### config.mk
export PLATFORM = sky130hd
export DESIGN_NAME = accel_sequencer
export DESIGN_NICKNAME = d
export VERILOG_FILES = /design/src/rtl/accel_sequencer.sv
export SDC_FILE = /design/constraint.sdc
export NUM_CORES = 1
export LEC_CHECK = 0
export ABC_AREA = 0
export CORE_ASPECT_RATIO = 0.7
export CORE_UTILIZATION = 40
export DETAILED_ROUTE_END_ITERATION = 12
export PLACE_DENSITY = 0.75
export SLEW_MARGIN = 20
export SYNTH_ARGS = -nofsm -noshare
export SYNTH_HDL_FRONTEND = slang
export SYNTH_SLANG_ARGS = --single-unit
### constraint.sdc
create_clock -name clk_in -period 5.22 [get_ports clk_in]
set_input_delay 0.522 -clock clk_in [delete_from_list [all_inputs] [get_ports clk_in]]
set_output_delay 0.522 -clock clk_in [all_outputs]
set_load 0.02 [all_outputs]
### src/rtl/accel_sequencer.sv
// accel_sequencer: drives an SPI master through power-up, WHO_AM_I check,
// two config writes, then periodic X/Y/Z reads presented as 16-bit samples.
module accel_sequencer #(
    parameter logic [31:0] STARTUP_CYCLES = 32'd120000,
    parameter logic [31:0] PERIOD_CYCLES  = 32'd1200000,
    parameter logic [7:0]  WHOAMI_VALUE   = 8'h33,
    parameter logic [7:0]  CTRL1_VALUE    = 8'h77,
    parameter logic [7:0]  CTRL4_VALUE    = 8'h88
) (
    input  logic        clk_in,
    input  logic        rst,
    output logic [31:0] spi_mosi_data,
    output logic [5:0]  spi_nbits,
    output logic        spi_request,
    input  logic [31:0] spi_miso_data,
    input  logic        spi_ready,
    output logic [15:0] accel_x,
    output logic [15:0] accel_y,
    output logic [15:0] accel_z,
    output logic        data_valid,
    output logic        id_ok,
    output logic        id_err
);
    typedef enum logic [2:0] {
        ST_STARTUP, ST_ISSUE, ST_SETTLE, ST_WAIT, ST_STORE, ST_PERIOD, ST_HALT
    } state_t;

    state_t      state_q, state_d;
    logic [2:0]  step_q, step_d;
    logic [31:0] timer_q, timer_d;
    logic [31:0] mosi_q, mosi_d;
    logic [5:0]  nbits_q, nbits_d;
    logic [15:0] sx_q, sx_d, sy_q, sy_d;
    logic [15:0] ax_q, ax_d, ay_q, ay_d, az_q, az_d;
    logic        valid_q, valid_d, ok_q, ok_d, err_q, err_d;
    logic [15:0] sample;
    logic        startup_done, period_done, unused_miso;

    // Device returns the low byte first, so it lands in [15:8].
    assign sample       = {spi_miso_data[7:0], spi_miso_data[15:8]};
    assign unused_miso  = ^spi_miso_data[31:16];
    // Compare in 33 bits so that limits of 0 and 1 both mean one cycle.
    assign startup_done = ({1'b0, timer_q} + 33'd1) >= {1'b0, STARTUP_CYCLES};
    assign period_done  = ({1'b0, timer_q} + 33'd1) >= {1'b0, PERIOD_CYCLES};

    always_comb begin
        state_d = state_q;
        step_d  = step_q;
        timer_d = timer_q;
        mosi_d  = mosi_q;
        nbits_d = nbits_q;
        sx_d    = sx_q;
        sy_d    = sy_q;
        ax_d    = ax_q;
        ay_d    = ay_q;
        az_d    = az_q;
        valid_d = 1'b0;
        ok_d    = ok_q;
        err_d   = err_q;
        case (state_q)
            ST_STARTUP: begin
                timer_d = startup_done ? 32'd0 : timer_q + 32'd1;
                state_d = startup_done ? ST_ISSUE : ST_STARTUP;
            end
            ST_PERIOD: begin
                timer_d = period_done ? 32'd0 : timer_q + 32'd1;
                state_d = period_done ? ST_ISSUE : ST_PERIOD;
            end
            ST_ISSUE:  state_d = ST_SETTLE;
            ST_SETTLE: state_d = ST_WAIT;
            ST_WAIT:   state_d = spi_ready ? ST_STORE : ST_WAIT;
            ST_STORE: begin
                state_d = ST_ISSUE;
                step_d  = step_q + 3'd1;
                case (step_q)
                    3'd0: begin
                        ok_d    = spi_miso_data[7:0] == WHOAMI_VALUE;
                        err_d   = spi_miso_data[7:0] != WHOAMI_VALUE;
                        state_d = ok_d ? ST_ISSUE : ST_HALT;
                        step_d  = ok_d ? 3'd1 : step_q;
                    end
                    3'd3: sx_d = sample;
                    3'd4: sy_d = sample;
                    3'd5: begin
                        ax_d    = sx_q;
                        ay_d    = sy_q;
                        az_d    = sample;
                        valid_d = 1'b1;
                        step_d  = 3'd3;
                        state_d = ST_PERIOD;
                    end
                    default: ;
                endcase
            end
            default: state_d = ST_HALT;
        endcase
        // Command is registered on entry to ISSUE so it is stable alongside the request.
        if (state_d == ST_ISSUE) begin
            mosi_d  = step_d == 3'd0 ? 32'h0000_8F00 :
                      step_d == 3'd1 ? {16'h0, 8'h20, CTRL1_VALUE} :
                      step_d == 3'd2 ? {16'h0, 8'h23, CTRL4_VALUE} :
                      step_d == 3'd3 ? 32'h00E8_0000 :
                      step_d == 3'd4 ? 32'h00EA_0000 : 32'h00EC_0000;
            nbits_d = step_d < 3'd3 ? 6'd15 : 6'd23;
        end
    end

    always_ff @(posedge clk_in or posedge rst) begin
        if (rst) begin
            state_q <= ST_STARTUP;
            step_q  <= 3'd0;
            timer_q <= 32'd0;
            mosi_q  <= 32'd0;
            nbits_q <= 6'd0;
            sx_q    <= 16'd0;
            sy_q    <= 16'd0;
            ax_q    <= 16'd0;
            ay_q    <= 16'd0;
            az_q    <= 16'd0;
            valid_q <= 1'b0;
            ok_q    <= 1'b0;
            err_q   <= 1'b0;
        end else begin
            state_q <= state_d;
            step_q  <= step_d;
            timer_q <= timer_d;
            mosi_q  <= mosi_d;
            nbits_q <= nbits_d;
            sx_q    <= sx_d;
            sy_q    <= sy_d;
            ax_q    <= ax_d;
            ay_q    <= ay_d;
            az_q    <= az_d;
            valid_q <= valid_d;
            ok_q    <= ok_d;
            err_q   <= err_d;
        end
    end

    assign spi_mosi_data = mosi_q;
    assign spi_nbits     = nbits_q;
    assign spi_request   = state_q == ST_ISSUE;
    assign accel_x       = ax_q;
    assign accel_y       = ay_q;
    assign accel_z       = az_q;
    assign data_valid    = valid_q;
    assign id_ok         = ok_q;
    assign id_err        = err_q;
endmodule

-- Word level (Yosys, flattened, before mapping)
Index checks and enable logic that the tools add are counted.
- add/subtract/negate cells: 3
- $lt $le $gt $ge: 3
- equal/unequal tests: 15
- mux-type cells: 20
- reductions and logical operators: 8
- operators with widths (operator ; count):
    two-way mux 24 bit ; 3
    two-way mux 32 bit ; 2
    case mux 32 bit (2 select lines) ; 1
    two-way mux 19 bit ; 2
    adder 32 x 1 -> 33 bit, second input constant ; 1
    greater-or-equal comparator 33 x 17 -> 1 bit, second input constant ; 1
    greater-or-equal comparator 33 x 21 -> 1 bit, second input constant ; 1
    adder 32 x 1 -> 32 bit, second input constant ; 1
    case mux 3 bit (6 select lines) ; 1
    == test 3 x 2 -> 1 bit, second input constant ; 5
    == test 3 bit, second input constant ; 5
    two-way mux 3 bit ; 5
    case mux 3 bit (2 select lines) ; 2
    == test 3 x 1 -> 1 bit, second input constant ; 3
    zero test 3 bit ; 3
    == test 8 x 6 -> 1 bit, second input constant ; 1
    inequality test 8 x 6 -> 1 bit, second input constant ; 1
    AND reduction 2 bit ; 4
    two-way mux 5 bit ; 1
    adder 3 x 1 -> 3 bit, second input constant ; 1
    < comparator 3 x 2 -> 1 bit, second input constant ; 1
    two-way mux 1 bit ; 3
    nonzero test 2 bit ; 1
- register bits after elaboration: 159
- bits of input ports: 35
- output and inout port bits: 90
- word-level logic and storage cells: 62

-- Longest topological paths before layout
- depth after elaboration: 10
- depth in mapped cells: 13
- mapped depth without buffers: 10

-- Worst setup path before layout
Ideal clock, no wire load.
- kind: reg-to-reg
- start point: reg timer_q[0]
- end point: reg mosi_q[13] (netlist: spi_mosi_data[13])
- library setup time: 0.125 ns
- arrival time: 3.102 ns
- slack: 1.992 ns
- cell stages (with the launch flop): 12
- clock period less this slack: 3.228 ns
- cell sequence: dfrtp_1 > ha_1 > buf_2 > nand4_4 > or4_4 > nor2_1 > a31oi_1 > or4_1 > a211o_1 > nand4_2 > buf_6 > mux2_4
- longest elaborated chain between the ends: 5
- elaborated cells on any way between the ends: 7
- those cells by class: 1 x add/sub; 2 x order compare; 1 x eq/ne; 3 x mux
- ends and longest elaborated chain (what ; RTL line ; RTL):
    from (decl) ; 30 ; logic [31:0] timer_q, timer_d;
    from (signal assigned) ; 126 ; timer_q <= timer_d;
    adder 32 x 1 -> 33 bit * ; 43, 44 ;
    greater-or-equal comparator 33 x 17 -> 1 bit or greater-or-equal comparator 33 x 21 -> 1 bit (tied branches) ; 43, 44 ;
    two-way mux 1 bit or two-way mux 3 bit (tied branches) ; 63, 67 ;
    case mux 3 bit (6 select lines) * ; 60 ; case (state_q)
    == test 3 x 1 -> 1 bit * ; 98 ; if (state_d == ST_ISSUE) begin
    to (signal assigned) ; 127 ; mosi_q <= mosi_d;
    to (decl) ; 31 ; logic [31:0] mosi_q, mosi_d;
Every way passes the cells marked *; elsewhere a longest branch is shown, timed or not.
A chain may end at the register's enable or synchronous reset.

-- Final worst setup path
- start point: reg timer_q[0]
- end point: reg nbits_q[3] (netlist: spi_nbits[3])
- longest elaborated chain between the ends: 5
- elaborated cells on any way between the ends: 7
- those cells by class: 1 x add/sub; 2 x order compare; 1 x eq/ne; 3 x mux
- ends and longest elaborated chain (what ; RTL line ; RTL):
    adder 32 x 1 -> 33 bit * ; 43, 44 ;
    greater-or-equal comparator 33 x 17 -> 1 bit or greater-or-equal comparator 33 x 21 -> 1 bit (tied branches) ; 43, 44 ;
    two-way mux 1 bit or two-way mux 3 bit (tied branches) ; 63, 67 ;
    case mux 3 bit (6 select lines) * ; 60 ;
    == test 3 x 1 -> 1 bit * ; 98 ;
    to (signal assigned) ; 128 ; nbits_q <= nbits_d;
    to (decl) ; 32 ; logic [5:0] nbits_q, nbits_d;
Marks and branches as above.

==> impl.org <==
** Status
- The flow ran to the end, and the final reports show no timing, DRC or antenna violations.

** Synth
- Summing every instance area after synthesis gives 0.00664 mm2.
- For this run, the register share of the synthesized area comes to 49.8%.
- In this run, synthesis inferred 0 flip-flops with an integrated enable.
- Counting distinct cell types in the post-synthesis netlist gives 64.
- Number of cells produced by synthesis :: around 600
- Yosys attributes the largest share of cell area to dfrtp_1 50%, mux2_2 14%, nand2_1 3.2%.
- dfrtp_1 takes more of the synthesized area than any other cell.
- Fraction of registers with async set or reset after synthesis :: 100%
- Each instance of the synthesized netlist takes up on average ~11 um2.
- The Yosys step of the flow raised 0 warnings.
- Most frequently used cell type in the post-synthesis netlist :: dfrtp_1
- Share of Yosys cell area claimed by the top area cell type :: about half
- Dominant register cell in the synthesized netlist :: dfrtp_1
- Most numerous cell types in the synthesized netlist :: 132 x dfrtp_1, 80 x mux2_2, 57 x nand2_1
- Counting flops and latches in the post-synthesis netlist gives 132.

** Detailed routing
- For this block, wires on met1 add up to 6930 um.
- The count of nets left with antenna violations once routing finished came out at 0.
- In the detailed route, the total length drawn on met2 is 6590 um.
- Across all layers, the routed design uses slightly below 5,000 vias.
- For this block, the routed nets add up to ~14,000 um of wire.
- Met3 wire len :: a little over 700 um
- DRC violation count after routing :: 0
- Detailed Routing Iterations Pass 1 :: 5
- Max Used Layer :: met4
- For this block, the initial DRC count from the detailed router was 346.
- WL per Instance :: 15.9 um
- In the routed layout, each cell is associated on average with a via count of 5.32.

** STA
- Setup repair after global routing missed its margin :: no
- Maximum operating frequency :: around 260 MHz
- Worst max-slew margin expressed relative to the limit :: about two fifths
- Between clock sinks in the finished design, the worst skew comes to 12.3 ps.
- For the final routed database, the setup TNS stands at 0 ps.
- Final hold violation count :: 0
- The max-slew violation total from the final report was 0.
- Setup violations remaining at the end of the flow were counted as 0.
- For the pin with the worst max-slew slack, the measured transition is just over 900 ps.
- Minimum clock period after layout :: about 3800 ps
- In the finished design, the share of the clock period the worst path needs comes to 73.4%.

** Setup path
- Critical path class :: reg -> reg
- Tracing the worst setup path back leads to its startpoint at timer_q[0]$_DFFE_PP0P_.
- STA puts the critical path data required time at 5510 ps.
- Data arrival at the endpoint of the critical path :: about 4100 ps
- Crit Reg-Reg Startpoint :: timer_q[0]$_DFFE_PP0P_
- Sort of element at the end of the critical path :: flip-flop
- Crit-path max FO :: 11
- Reg-to-reg slack, setup :: 1390 ps
- The worst setup path is launched from a flip-flop.

** Global routing
- Vias in the first global route :: 4,682
- The number of antenna violations at the first check in global routing came to 0.
- Global routing finished with a remaining overflow of 0.
- Largest net degree at the start of global routing :: 77
- First-pass GRT wire length :: 23,800 um
- Overall routing resource usage :: 17.7%

** Placement
- Number of port buffers :: 95
- Number of cells in the design after placement :: 873
- Once detailed placement completed, the half-perimeter wirelength came to 9940 um.
- Final GP Congestion :: 0.880

** Clocking
- Buffer levels on the longest clock path :: 2
- Insertion delay of the later-clocked pin in the worst-skew pair :: 410 ps
- Clock buffers created by TritonCTS :: 17
- CTS placed an instance of clkbuf_16 at the clock tree root.
- The number of gates resized after CTS was 0.
- Htree depth :: 4
- TritonCTS built the clock tree.
- Post-CTS setup repair buffer count :: 0
- Total number of clock tree sinks :: 132
- Hold Buf Count CTS :: 0
- Clock-pin slew was measured on the worst setup and hold paths at 70 ps.

** Power
- Switching share of power :: 24.6%
- Part of the power in registers :: between 40% and 50%
- Reported net switching power :: 550 uW
- The worst-case IR drop observed on VDD is 0.000263 V.
- Proportion of power drawn by the clock network :: roughly 51%
- The design draws 2.24 mW.
- Leakage power summed over all cells :: 3.71 nW
- In this run, the combinational gates consume around 2.5% of the power.
- In this run the power density over the cells is 273 mW/mm2.
- The internal power of the cells totals 1.69 mW.

** Floorplan
- In this run the core area contains 38 standard-cell rows.
- Die width :: between 150 and 200 um
- Die area :: 0.0171 mm2
- Core area :: 0.0158 mm2
- Number of primary I/O pins :: 125
- The initial utilization of the core area, before any placement, comes to 41.9%.
- Chip height :: 110 um

** Final layout
- Count of placed standard cells in the final layout, fillers left out :: 905
- Number of diodes added for antenna fixing :: 0
- Layout cells sized above 1 :: about a fifth
- Post-layout nets :: 713
- Post-synthesis to final-layout area growth :: 23.6%

** Job
- Across the run, the number of max-cap violations was 0.

** Hold path
- The tightest min-delay check is of the reg -> reg type.
- Worst Min Path Start :: spi_nbits[3]$_DFFE_PP0N_
## state kept, by name, indices dropped and copies added (netlist names)
| signal | cells |
|---|---|
| accel_x | 16 |
| data_valid | 1 |
| step_q | 3 |
| state_q | 3 |
| spi_nbits | 3 |
| id_err | 1 |
| accel_y | 16 |
| id_ok | 1 |
| sx_q | 16 |
| timer_q | 32 |
| spi_mosi_data | 8 |
| sy_q | 16 |
| accel_z | 16 |
## power by group through the flow
stage / Combinational, mW / Sequential [mW] / Clock (mW)
floorplan: 0.0371 / 1.05 / 0
global placement: 0.0559 / 1.05 / 0
detailed placement: 0.0579 / 1.05 / 0
CTS: 0.0581 / 1.03 / 1.18
global route: 0.0638 / 1.03 / 1.22
finish: 0.0565 / 1.03 / 1.15
## path summary, 6_finish.rpt
path                                            endpoint  cells after the start
min in group asynchronous           data_valid$_DFF_PP0_                      2
max in group asynchronous           sy_q[10]$_DFFE_PP0P_                      3
worst max register to register  spi_nbits[3]$_DFFE_PP0N_                      9
worst min register to register  spi_nbits[3]$_DFFE_PP0N_                      1
worst min-delay path            spi_nbits[3]$_DFFE_PP0N_                      1
worst max-delay path            spi_nbits[3]$_DFFE_PP0N_                      9
## metrics by stage
stage | util [%] | worst slack [ps] | hold WS [ps] | cell area, um2
global placement | 48.1 | 1590 | 481 | 7620
CTS | 51.8 | 1430 | 498 | 8200
finish | 51.8 | 1390 | 492 | 8200
global route | 51.8 | 1220 | 520 | 8200
floorplan | - | 1170 | 467 | 6680
detailed placement | 48.1 | 1440 | 482 | 7620
## cell usage in the layout (no fill, tap or decap), types with 3 or more instances in the layout
cell	Yosys	final
o21ai_0	16	16
mux2_2	80	80
or2_2	3	3
dfrtp_1	132	132
clkinv_8	0	3
mux2_4	7	7
conb_1	1	13
nand4_1	9	9
inv_1	11	10
nand2b_1	7	7
buf_4	28	7
inv_6	0	6
o221ai_1	17	17
xor2_1	3	3
and3_1	4	4
clkbuf_16	0	17
and4_1	3	3
nor2_1	31	30
o211ai_1	4	4
xnor2_1	7	7
clkdlybuf4s50_1	0	95
inv_8	0	3
nor3b_1	4	4
mux2i_1	6	6
nand3_1	18	18
nor2b_1	9	9
nor3_1	12	12
a21oi_1	8	8
o21a_1	4	4
nand3b_1	3	3
nor4_1	5	5
ha_1	6	6
nand2_1	57	57
and2_1	29	29
## critical path, stage by stage, from the launching register on
cell and delay (ps):
dfrtp_1 510, ha_1 500, nand4_4 230, or4_4 600, nor2_1 140, a31oi_1 140, or4_1 550, a211o_1 320
nand4_2 360, mux2_1 360
## cell families after synthesis
group	Yosys count	synth area share, %
adder cells (fa/ha/maj)	6	1.13
other	1	0.0565
XOR/XNOR	10	1.32
flip-flops	132	49.8
AND/OR/NAND/NOR	209	17.2
multiplexers	94	16.2
buffers and inverters	71	5.94
AO/OA/AOI/OAI	76	8.35
## cell type report
type / count / area, um2
flip-flops and latches: 132 / 3300
clock buffers: 17 / 425
fillers: 1329 / 7630
clock inverters: 15 / 159
repair buffers: 102 / 1000
well taps: 220 / 275
multi-input cells: 408 / 2990
inverters: 11 / 43.8
## metal layers
| layer | global-route usage (%) | vias up |
|---|---|---|
| met5 | 0 | - |
| met1 | 24.2 | 2387 |
| met2 | 28.1 | 164 |
| met3 | 3.59 | 8 |
| li1 | - | 2253 |
| met4 | 6.09 | 0 |
No activity file was read; power rests on OpenSTA's default activity.
